**config.mk**
```make
export PLATFORM = sky130hd
export DESIGN_NAME = seq_chunk_adder_ctrl
export DESIGN_NICKNAME = d
export VERILOG_FILES = /design/src/rtl/seq_chunk_adder_ctrl.sv
export SDC_FILE = /design/constraint.sdc
export NUM_CORES = 1
export LEC_CHECK = 0
export BUFFER_PORTS_ARGS = -buffer_cell sky130_fd_sc_hd__buf_2
export CAP_MARGIN = 25
export CORE_MARGIN = 2
export CORE_UTILIZATION = 56
export CTS_CLUSTER_SIZE = 25
export DETAILED_ROUTE_END_ITERATION = 8
export PLACE_DENSITY_LB_ADDON = 0.25
export SKIP_CTS_REPAIR_TIMING = 1
export SYNTH_ARGS = -nofsm -noshare
export SYNTH_HDL_FRONTEND = slang
export SYNTH_SLANG_ARGS = --single-unit
export TNS_END_PERCENT = 1
```
**constraint.sdc**
```tcl
create_clock -name clk -period 5.95 [get_ports clk]
set_input_delay 1.19 -clock clk [delete_from_list [all_inputs] [get_ports clk]]
set_output_delay 1.19 -clock clk [all_outputs]
set_load 0.005 [all_outputs]
```
**src/rtl/seq_chunk_adder_ctrl.sv**
```systemverilog
// seq_chunk_adder_ctrl
//   Adds two WIDTH*CHUNKS-bit operands by sequencing one WIDTH-bit
//   ripple-carry datapath (built from full_adder bit cells) over CHUNKS
//   cycles, least significant chunk first. The carry between chunks lives
//   in a register. Start/busy/done handshake; all outputs are registered.
//
//   Optional feature macro: SEQ_CHUNK_ADDER_OVF_EN
//     When defined, adds output ovf = signed overflow of the full-width add
//     (carry into MSB XOR carry out of MSB), registered alongside cout.

// Single-bit full adder cell used to build the chunk datapath.
module full_adder (
    input  logic a,
    input  logic b,
    input  logic ci,
    output logic s,
    output logic co
);

    // Sum and carry of one bit position.
    always_comb begin
        s  = a ^ b ^ ci;
        co = (a & b) | (ci & (a ^ b));
    end

endmodule

module seq_chunk_adder_ctrl #(
    parameter int WIDTH  = 4,
    parameter int CHUNKS = 4
) (
    input  logic                      clk,
    input  logic                      rst,
    input  logic                      start,
    input  logic [WIDTH*CHUNKS-1:0]   a,
    input  logic [WIDTH*CHUNKS-1:0]   b,
    input  logic                      cin,
    output logic                      busy,
    output logic                      done,
    output logic [WIDTH*CHUNKS-1:0]   sum,
    output logic                      cout
`ifdef SEQ_CHUNK_ADDER_OVF_EN
    ,
    output logic                      ovf
`endif
);

    localparam int TOTAL = WIDTH * CHUNKS;
    localparam int CW    = (CHUNKS > 1) ? $clog2(CHUNKS) : 1;
    localparam logic [CW-1:0] CNT_LAST = CW'(CHUNKS - 1);

    typedef enum logic [1:0] {
        IDLE = 2'd0,
        RUN  = 2'd1,
        DONE = 2'd2
    } state_t;

    state_t               state_r;
    state_t               state_nx_s;
    logic [TOTAL-1:0]     op_a_r;
    logic [TOTAL-1:0]     op_b_r;
    logic [TOTAL-1:0]     acc_r;
    logic                 carry_r;
    logic [CW-1:0]        cnt_r;

    logic [WIDTH-1:0]     chunk_sum_s;
    logic [WIDTH:0]       rc_s;
    logic [TOTAL-1:0]     acc_nx_s;
    logic                 last_s;

    // Ripple-carry chain for one chunk: carry register feeds bit 0.
    assign rc_s[0] = carry_r;

    genvar g;
    generate
        for (g = 0; g < WIDTH; g++) begin : g_fa
            full_adder u_fa (
                .a  (op_a_r[g]),
                .b  (op_b_r[g]),
                .ci (rc_s[g]),
                .s  (chunk_sum_s[g]),
                .co (rc_s[g+1])
            );
        end
    endgenerate

    // Accumulator update: shift right by one chunk, new chunk enters at the top.
    always_comb begin
        acc_nx_s = (acc_r >> WIDTH) | (TOTAL'(chunk_sum_s) << (TOTAL - WIDTH));
        last_s   = (cnt_r == CNT_LAST);
    end

    // Next-state logic: IDLE waits for start, RUN counts chunks, DONE lasts one cycle.
    always_comb begin
        state_nx_s = state_r;
        case (state_r)
            IDLE: begin
                if (start) begin
                    state_nx_s = RUN;
                end else begin
                    state_nx_s = IDLE;
                end
            end
            RUN: begin
                if (last_s) begin
                    state_nx_s = DONE;
                end else begin
                    state_nx_s = RUN;
                end
            end
            DONE: begin
                state_nx_s = IDLE;
            end
            default: begin
                state_nx_s = IDLE;
            end
        endcase
    end

    // State register with registered busy/done derived from the next state.
    always_ff @(posedge clk or posedge rst) begin
        if (rst) begin
            state_r <= IDLE;
            busy    <= 1'b0;
            done    <= 1'b0;
        end else begin
            state_r <= state_nx_s;
            busy    <= (state_nx_s != IDLE);
            done    <= (state_nx_s == DONE);
        end
    end

    // Operand shift registers, carry, counter and accumulator sequencing.
    always_ff @(posedge clk or posedge rst) begin
        if (rst) begin
            op_a_r  <= {TOTAL{1'b0}};
            op_b_r  <= {TOTAL{1'b0}};
            acc_r   <= {TOTAL{1'b0}};
            carry_r <= 1'b0;
            cnt_r   <= {CW{1'b0}};
        end else begin
            case (state_r)
                IDLE: begin
                    if (start) begin
                        op_a_r  <= a;
                        op_b_r  <= b;
                        acc_r   <= {TOTAL{1'b0}};
                        carry_r <= cin;
                        cnt_r   <= {CW{1'b0}};
                    end else begin
                        op_a_r  <= op_a_r;
                        op_b_r  <= op_b_r;
                        acc_r   <= acc_r;
                        carry_r <= carry_r;
                        cnt_r   <= cnt_r;
                    end
                end
                RUN: begin
                    op_a_r  <= op_a_r >> WIDTH;
                    op_b_r  <= op_b_r >> WIDTH;
                    acc_r   <= acc_nx_s;
                    carry_r <= rc_s[WIDTH];
                    cnt_r   <= cnt_r + CW'(1);
                end
                default: begin
                    op_a_r  <= op_a_r;
                    op_b_r  <= op_b_r;
                    acc_r   <= acc_r;
                    carry_r <= carry_r;
                    cnt_r   <= cnt_r;
                end
            endcase
        end
    end

    // Result registers: loaded only on the edge that enters DONE so partial sums never show.
    always_ff @(posedge clk or posedge rst) begin
        if (rst) begin
            sum  <= {TOTAL{1'b0}};
            cout <= 1'b0;
`ifdef SEQ_CHUNK_ADDER_OVF_EN
            ovf  <= 1'b0;
`endif
        end else begin
            if ((state_r == RUN) && last_s) begin
                sum  <= acc_nx_s;
                cout <= rc_s[WIDTH];
`ifdef SEQ_CHUNK_ADDER_OVF_EN
                ovf  <= rc_s[WIDTH] ^ rc_s[WIDTH-1];
`endif
            end else begin
                sum  <= sum;
                cout <= cout;
`ifdef SEQ_CHUNK_ADDER_OVF_EN
                ovf  <= ovf;
`endif
            end
        end
    end

endmodule
```
==> results of run 1 <==
layout by cell type, fill, tap and decap left out, types with 2 or more instances in the layout:
master     instances
inv_1             13
o22a_1             3
o22ai_1           14
nand2_1           12
o221a_2            3
inv_2              2
nand3b_1           4
nor2b_1            5
buf_2             54
a22o_1            13
o21ai_0           16
a221oi_1           3
dfrtp_1           68
clkbuf_8          11
mux2_2            14
bufinv_16          3
o21ai_1            2
a21oi_1            4
nor2_1            17
o32ai_1           13
nand2b_1           3
buf_4              2
fa_1               4
nor3b_1            6
power by group through the flow:
| stage | combinational [W] | sequential [W] | clock, W |
|---|---|---|---|
| final | 0.000695 | 0.000818 | 0.000469 |
| after global routing | 0.000789 | 0.000849 | 0.000495 |
| after CTS | 0.000708 | 0.000819 | 0.000473 |
| after detailed placement | 0.000705 | 0.000826 | 0 |
| after global placement | 0.000680 | 0.000817 | 0 |
| after floorplan | 0.000558 | 0.000791 | 0 |
worst paths after layout:
check / from / endpoint / slack [ps]
max in group asynchronous: rst / sum[3]$_DFFE_PP0P_ / 4310
worst max register to register: op_b_r[0]$_DFFE_PP0P_ / sum[15]$_DFFE_PP0P_ / 3750
min in group asynchronous: rst / done$_DFF_PP0_ / 1090
worst max-delay path: op_b_r[0]$_DFFE_PP0P_ / sum[15]$_DFFE_PP0P_ / 3750
worst min-delay path: sum[12]$_DFFE_PP0P_ / sum[12]$_DFFE_PP0P_ / 490
worst min register to register: sum[12]$_DFFE_PP0P_ / sum[12]$_DFFE_PP0P_ / 490
critical path: cells and delay by family, from the launching register on:
| family | cells | cell delay (ps) |
|---|---|---|
| adder cells (fa/ha/maj) | 4 | 1310 |
| flip-flops | 1 | 400 |
| buffers and inverters | 3 | 220 |
| AO/OA/AOI/OAI | 1 | 170 |
per-layer routing:
| layer | part of all wire | up-vias |
|---|---|---|
| li1 | - | 994 |
| met1 | 0.44 | 1055 |
| met2 | 0.50 | 73 |
| met3 | 0.057 | 5 |
| met4 | 0.010 | 0 |
| met5 | 0 | - |
registers in the layout, summed over array words and instances, names as in the netlist:
name and flops:
acc_r 12, busy 1, carry_r 1, cnt_r 2, cout 1, done 1, op_a_r 16, op_b_r 16
state_r 2, sum 16
through the flow:
stage	instance area (µm²)	cells	util	hold WS (ps)
detailed placement	3230	354	0.629	470
global placement	3230	354	0.629	465
global route	3480	370	0.677	510
CTS	3480	370	0.677	491
floorplan	2980	246	-	462
finish	3480	370	0.677	490
kinds of logic (layout without fill, tap and decap cells):
| group | count (synthesis) | count (layout) |
|---|---|---|
| AND/OR/NAND/NOR | 51 | 51 |
| flip-flops | 68 | 68 |
| multiplexers | 14 | 14 |
| AO/OA/AOI/OAI | 75 | 75 |
| adder cells (fa/ha/maj) | 5 | 5 |
| buffers and inverters | 33 | 87 |
layout make-up:
| class | instances | area [µm²] | area share |
|---|---|---|---|
| repair buffers | 56 | 285 | 0.0820 |
| clock inverters | 4 | 95.1 | 0.0273 |
| clock buffers | 12 | 155 | 0.0446 |
| flip-flops and latches | 68 | 1700 | 0.489 |
| well taps | 70 | 87.6 | 0.0252 |
| inverters | 15 | 56.3 | 0.0162 |
| multi-input cells | 145 | 1100 | 0.316 |
==> impl_metrics.csv, run 1 <==
group,metric,value,unit
clock_network,htree_num_levels,3,
clock_network,cts-buffers-inserted,9,
synth,yosysWarnings,0,
critical_path,crit_arrival,2440,ps
cells_and_area,fill_cells,422,
global_route,grt_util_all_layers,0.214,
critical_path,cp_max_fo,3,
critical_path,crit_top_cell,"fa_1",
timing,fmax,455,MHz
global_route,antenna_found_initial,0,
pwr,power_frac_seq,0.413,
placement,hpwl,3810,µm
synth,synth_common_cells,"68 x dfrtp_1, 17 x nor2_1, 16 x o21ai_0",
clock_network,cts_tree,"done",
synth,syn_area_per_cell,12.1,µm²
pwr,p_comb_frac,0.351,
synth,ys_types,33,
synth,async_reset_ff_frac,1.00,
critical_path,required,6190,ps
route,num_vias,2127,
timing,fin_skew,12.9,ps
synth,synth_most_common_cell,"dfrtp_1",
pwr,intPower,0.00131,W
floorplan,dieArea,5930,µm²
route,drtAntennaViolNets,0,
timing,setup_violations,0,
synth,synth_adder_area_share,0.0310,
synth,synth_top_family_by_area,"compound AO/OA/AOI/OAI gates",
synth,synth.area.top_cells,"dfrtp_1 57%, mux2_2 5.3%, a22o_1 3.8%, o32ai_1 3.8%, o22ai_1 2.9%",
synth,synth_ff_type,"dfrtp_1",
clock_network,cts.clk_slew.worst_paths,70,ps
synth,synth-simple-area-share,0.0943,
timing,layout_setup_ws,3750,ps
timing,slew_headroom,0.433,
clock_network,clock-sinks,68,
critical_path,crit_type,"register to register",
global_route,grt_pass1_vias,2045,
route,firstDrtPassIters,4,
timing,hold_viol,0,
cells_and_area,antenna-diode-count,0,
synth,synth_compound_area_frac,0.190,
timing,grt_setup_unrepaired,"no",
pwr,switching_share,0.337,
synth,synth_xor_area_frac,0,
outcome,outcome,"completed",
synth,synth_edf_count,0,
critical_path,slowest_stage,"fa_1",
clock_network,clockBufferDepth,2,
route,drc,0,
global_route,grt_util_met2,0.330,
critical_path,path_cells,"inv_1 > fa_1 > inv_1 > fa_1 > fa_1 > inv_1 > fa_1 > o21ai_0",
critical_path,crit_path_end_kind,"register",
synth,synth_area,2980,µm²
floorplan,die_h,77,µm
pwr,vdd_drop_max,0.273,mV
timing,worst_slew_pin_slew,849,ps
worst_hold_path,hold_path_depth,2,
synth,ys_seq_area_frac,0.570,
global_route,grtUsageMet3,0.0341,
pwr,p_leak,1.65,nW
route,drt_iter0_markers,133,
flow_run,cap_viol_max_count,0,
floorplan,ios,55,
placement,pre_cts_ws,3510,ps
synth,synth_top_area_share,0.570,
cells_and_area,syn_to_final_growth,16.6,%
synth,synth_top_area_cell,"dfrtp_1",
synth,synthMuxAreaShare,0.0528,
pwr,clkPwrFrac,0.237,
floorplan,rows,26,
placement,port_buffers,54,
worst_hold_path,hp-class,"register to register",
floorplan,die_x,77,µm
synth,synth_nets,287,
critical_path,cpPeakStageDelay,410,ps
floorplan,start_util,0.581,
global_route,grt_pass1_wl,9880,µm
pwr,power_density,569,nW/µm²
global_route,grt_max_degree,69,
global_route,grt_overflow,0,
timing,drv_slew,0,
pwr,power.total,0.00198,W
synth,synth_seq_cells,68,
critical_path,reg2reg_depth,8,
route,vias_per_cell,5.75,
global_route,grtUsageMet1,0.303,
clock_network,clock_latency,340,ps
route,wl_per_cell,15.7,µm
global_route,top_usage_layer,"met2",
clock_network,cts_root_buffer,"clkbuf_8",
pwr,p_sw,0.000667,W
cells_and_area,drive_gt1_frac,0.313,
critical_path,start_kind,"register",
timing,final.setup.tns,0,ps
timing,fin_crit,2200,ps
placement,gp_congestion,0.708,
route,wl,5810,µm
synth,syn_inst,246,
floorplan,fp.coreArea,5140,µm²
cells_and_area,nNetsFinal,336,
timing,post-route-period-util,0.369,
No activity file was read; power rests on OpenSTA's default activity.
==> run 2: changes to the inputs <==
Settings changed: CORE_UTILIZATION 56 to 50.
Clock period 5.95 ns to 1.8 ns, I/O delays scaled along.
==> run 2 against run 1 <==
  * Sequential cell count unchanged
  * Core utilization is 6.1 points lower
  * Worst setup slack got worse by 4100 ps
  * Design area rose by 3.5%
  * Critical endpoint is now acc_r[15]$_DFFE_PP0P_
  * Critical path type unchanged
  * Clock skew fell by 5.7 ps
  * First-iteration DRC count down 38%
  * The flow now finishes with violations (negative setup slack)
  * Largest power group unchanged
  * Register-to-register slack got worse by 4100 ps
  * Final cell count increased by 5.1%
  * Critical path depth unchanged
==> impl_metrics.csv, run 2 (synthesis gave the netlist of run 1 again) <==
group,metric,value,unit
outcome,outcome,"complete, but fails checks",
route,wl,6190,µm
critical_path,crit_arrival,2390,ps
global_route,grt_pass1_vias,2089,
timing,drv_slew,0,
timing,worst_slew_pin_slew,845,ps
floorplan,rows,28,
timing,fin_crit,2130,ps
cells_and_area,final_cells,389,
timing,setup_violations,5,
critical_path,crit_top_cell,"fa_2",
floorplan,fp.coreArea,5850,µm²
worst_hold_path,hp-class,"input pin to async pin",
timing,fmax,470,MHz
cells_and_area,final_common_cell,"dfrtp_1",
route,drc,0,
timing,layout_setup_ws,-328,ps
critical_path,crit_type,"register to register",
cells_and_area,fill_cells,491,
placement,gp_congestion,0.788,
clock_network,clockBufferDepth,2,
pwr,power_density,1870,nW/µm²
timing,grt_setup_unrepaired,"yes",
critical_path,start_kind,"register",
clock_network,clock_latency,340,ps
critical_path,slowest_stage,"fa_2",
placement,hpwl,4190,µm
cells_and_area,reg.largest.list,"op_a_r x16, op_b_r x16, sum x16",
route,num_vias,2143,
cells_and_area,regArea,1700,µm²
clock_network,cts-buffers-inserted,9,
critical_path,required,2060,ps
cells_and_area,antenna-diode-count,0,
global_route,grt_pass1_wl,10200,µm
global_route,grt_overflow,0,
critical_path,path_cells,"inv_2 > fa_2 > inv_2 > fa_2 > fa_1 > inv_1 > fa_2 > o21ai_1",
clock_network,cts_tree,"done",
outcome,violations,"negative setup slack",
timing,hold_viol,0,
cells_and_area,nNetsFinal,350,
cells_and_area,mostFrequentLayoutCells,"68 x dfrtp_1, 54 x buf_2, 17 x nor2_1",
floorplan,die_x,81.3,µm
pwr,p_leak,1.71,nW
route,drtAntennaViolNets,0,
floorplan,start_util,0.510,
cells_and_area,final_util,0.616,
route,vias_per_cell,5.51,
clock_network,cts_root_buffer,"clkbuf_8",
critical_path,cpPeakStageDelay,440,ps
timing,post-route-period-util,1.18,
placement,port_buffers,54,
route,firstDrtPassIters,4,
timing,slew_headroom,0.436,
global_route,grt_max_degree,69,
floorplan,die_h,81.3,µm
placement,placedCellCount,373,
global_route,antenna_found_initial,0,
route,wl_per_cell,15.9,µm
clock_network,htree_num_levels,3,
clock_network,cts.clk_slew.worst_paths,70,ps
critical_path,cp_max_fo,2,
floorplan,ios,55,
timing,fin_skew,7.24,ps
clock_network,clock-sinks,68,
flow_run,cap_viol_max_count,0,
route,drt_iter0_markers,82,
global_route,grt_util_all_layers,0.210,
floorplan,dieArea,6600,µm²
cells_and_area,multi_input_area,1110,µm²
cells_and_area,drive_gt1_frac,0.369,
cells_and_area,syn_to_final_growth,20.8,%
critical_path,crit_path_end_kind,"register",
pwr,vdd_drop_max,0.828,mV
-- run 2: worst paths after layout --
check	endpoint	cells after the start	slack, ps	startpoint
setup / recovery	acc_r[15]$_DFFE_PP0P_	8	-330	carry_r$_DFFE_PP0P_
hold / removal	sum[4]$_DFFE_PP0P_	3	90	rst
setup reg to reg	acc_r[15]$_DFFE_PP0P_	8	-330	carry_r$_DFFE_PP0P_
hold reg to reg	sum[12]$_DFFE_PP0P_	2	490	sum[12]$_DFFE_PP0P_
max in group asynchronous	op_a_r[14]$_DFFE_PP0P_	3	1400	rst
min in group clk	op_a_r[15]$_DFFE_PP0P_	2	240	a[15]
-- run 2: metrics by stage --
stage / area [µm²] / hold slack, ps / setup TNS (ps) / setup WS, ps / total power [W]
after floorplan: 2990 / 462 / -687 / -256 / 0.00446
after global placement: 3370 / 470 / -960 / -309 / 0.00522
after detailed placement: 3370 / 480 / -1390 / -375 / 0.00535
after CTS: 3590 / 115 / -1500 / -392 / 0.00672
after global routing: 3600 / 128 / -1500 / -395 / 0.00723
final: 3600 / 93.0 / -1110 / -328 / 0.00672
-- run 2: layout make-up --
type,instances,area share
Sequential cell,68,0.472
Multi-Input combinational cell,145,0.308
Timing Repair Buffer,70,0.115
Clock buffer,13,0.0497
Tap cell,75,0.0260
Inverter,15,0.0167
Clock inverter,3,0.0118
-- run 2: where the power goes --
group | internal (W) | switching (W)
registers | 0.00224 | 0.000447
logic | 0.00135 | 0.00133
clock network | 0.000789 | 0.000564
-- run 2: metal layers --
layer  track usage  share of wire  vias up
li1              -              -     1021
met2         0.327           0.49       51
met1         0.281           0.46     1061
met4         0.107          0.014        0
met5             0              0        -
met3        0.0378          0.034       10
-- run 2: worst max-delay path: cells and delay by family (launching register included) --
family          cells  cell delay (ps)
fa+ha+maj           4             1350
flops               1              380
buf+inv             3              190
compound gates      1              130
==> run 3: changes to the inputs <==
==> constraint.sdc (replaced) <==
create_clock -name clk -period 1.8 [get_ports clk]
set_input_delay 0.18 -clock clk [delete_from_list [all_inputs] [get_ports clk]]
set_output_delay 0.18 -clock clk [all_outputs]
set_load 0.005 [all_outputs]
==> run 3 against run 2 <==
  * The run still ends with negative setup slack left
  * Sequential share of layout area is 0.89 points higher
  * Maximum frequency is 3.8% higher
  * Clock skew hardly changed
  * Design area is 1.8% lower
  * Core utilization is 1.1 points lower
  * Worst setup slack better by 78 ps
  * Sequential cell count stayed put
  * Final cell count is 1.5% lower
==> impl_metrics.csv, run 3 (synthesis gave the netlist of run 1 again) <==
group,metric,value,unit
outcome,outcome,"complete, but fails checks",
outcome,violations,"negative setup slack",
worst_hold_path,hp-class,"input pin to register",
timing,final.setup.tns,-906,ps
floorplan,die_x,81.3,µm
cells_and_area,final_util,0.605,
global_route,grt_overflow,0,
timing,drv_slew,0,
timing,fmax,488,MHz
placement,dpl-instance-area,3320,µm²
critical_path,start_kind,"register",
timing,post-route-period-util,1.14,
route,vias_per_cell,5.65,
clock_network,clockBufferDepth,2,
clock_network,htree_num_levels,3,
floorplan,start_util,0.510,
critical_path,crit_type,"register to register",
cells_and_area,reg.largest.list,"op_a_r x16, op_b_r x16, sum x16",
cells_and_area,antenna-diode-count,0,
timing,fin_skew,7.12,ps
critical_path,crit_path_end_kind,"register",
route,num_vias,2164,
timing,layout_setup_ws,-250,ps
floorplan,die_h,81.3,µm
critical_path,cpPeakStageDelay,440,ps
cells_and_area,design_area,3540,µm²
cells_and_area,fill_cells,473,
floorplan,fp.coreArea,5850,µm²
clock_network,cts.clk_slew.worst_paths,70,ps
global_route,antenna_found_initial,0,
critical_path,rrSetupSlack,-250,ps
timing,slew_headroom,0.394,
pwr,power_density,1830,nW/µm²
floorplan,rows,28,
route,wl,5970,µm
global_route,grt_max_degree,69,
placement,gp_congestion,0.793,
route,wl_per_cell,15.6,µm
cells_and_area,mostFrequentLayoutCells,"68 x dfrtp_1, 54 x buf_2, 17 x nor2_1",
clock_network,cts-buffers-inserted,9,
timing,worst_slew_pin_slew,907,ps
route,drtAntennaViolNets,0,
clock_network,clock_latency,330,ps
critical_path,critical_path_buf_inv_count,3,
global_route,grt_pass1_wl,9820,µm
floorplan,ios,55,
placement,hpwl,3950,µm
flow_run,cap_viol_max_count,0,
timing,hold_ws,60.3,ps
clock_network,cts_tree,"done",
pwr,p_leak,1.68,nW
cells_and_area,final_common_cell,"dfrtp_1",
critical_path,required,2050,ps
floorplan,dieArea,6600,µm²
clock_network,cts_root_buffer,"clkbuf_8",
pwr,power.total,0.00648,W
global_route,grt_pass1_vias,2107,
timing,fin_crit,2050,ps
cells_and_area,drive_gt1_frac,0.357,
critical_path,crit_family,"adder cells",
critical_path,crit_arrival,2300,ps
critical_path,slowest_stage,"fa_2",
timing,setup_violations,6,
pwr,vdd_drop_max,0.741,mV
timing,hold_viol,0,
route,drc,0,
cells_and_area,nNetsFinal,344,
cells_and_area,syn_to_final_growth,18.5,%
critical_path,cp_max_fo,2,
route,drt_iter0_markers,73,
placement,port_buffers,54,
global_route,grt_util_all_layers,0.198,
critical_path,path_cells,"inv_2 > fa_1 > inv_2 > fa_2 > fa_2 > inv_2 > fa_2 > o21ai_1",
route,firstDrtPassIters,4,
timing,grt_setup_unrepaired,"yes",
clock_network,clock-sinks,68,
run 3: metrics by stage:
| step | cells | setup slack (ps) |
|---|---|---|
| global route | 383 | -326 |
| finish | 383 | -250 |
| global placement | 366 | -252 |
| floorplan | 246 | -193 |
| detailed placement | 366 | -298 |
| CTS | 382 | -314 |
run 3: cell type report:
cell class                      instances  area [µm²]  area share
Clock inverter                          5        50.0      0.0141
Timing Repair Buffer                   64         373       0.105
Tap cell                               75        93.8      0.0265
Multi-Input combinational cell        145        1110       0.314
Inverter                               15        56.3      0.0159
Sequential cell                        68        1700       0.481
Clock buffer                           11         151      0.0428
run 3: report_power, final:
part | internal, W | switching, W
sequential | 0.00224 | 0.000450
combinational | 0.00126 | 0.00128
clock | 0.000706 | 0.000544
run 3: worst paths after layout:
path / from / end / cells after the start
max: carry_r$_DFFE_PP0P_ / sum[15]$_DFFE_PP0P_ / 8
min reg2reg: cout$_DFFE_PP0P_ / cout$_DFFE_PP0P_ / 2
min: b[15] / op_b_r[15]$_DFFE_PP0P_ / 2
max in group asynchronous: rst / acc_r[9]$_DFFE_PP0P_ / 4
max reg2reg: carry_r$_DFFE_PP0P_ / sum[15]$_DFFE_PP0P_ / 8
min in group asynchronous: rst / sum[1]$_DFFE_PP0P_ / 4
run 3: layer usage:
layer / vias up / track usage / part of all wire
met5: - / 0 / 0
li1: 1011 / - / -
met3: 11 / 0.0400 / 0.045
met2: 72 / 0.325 / 0.50
met4: 0 / 0.0847 / 0.017
met1: 1070 / 0.257 / 0.44
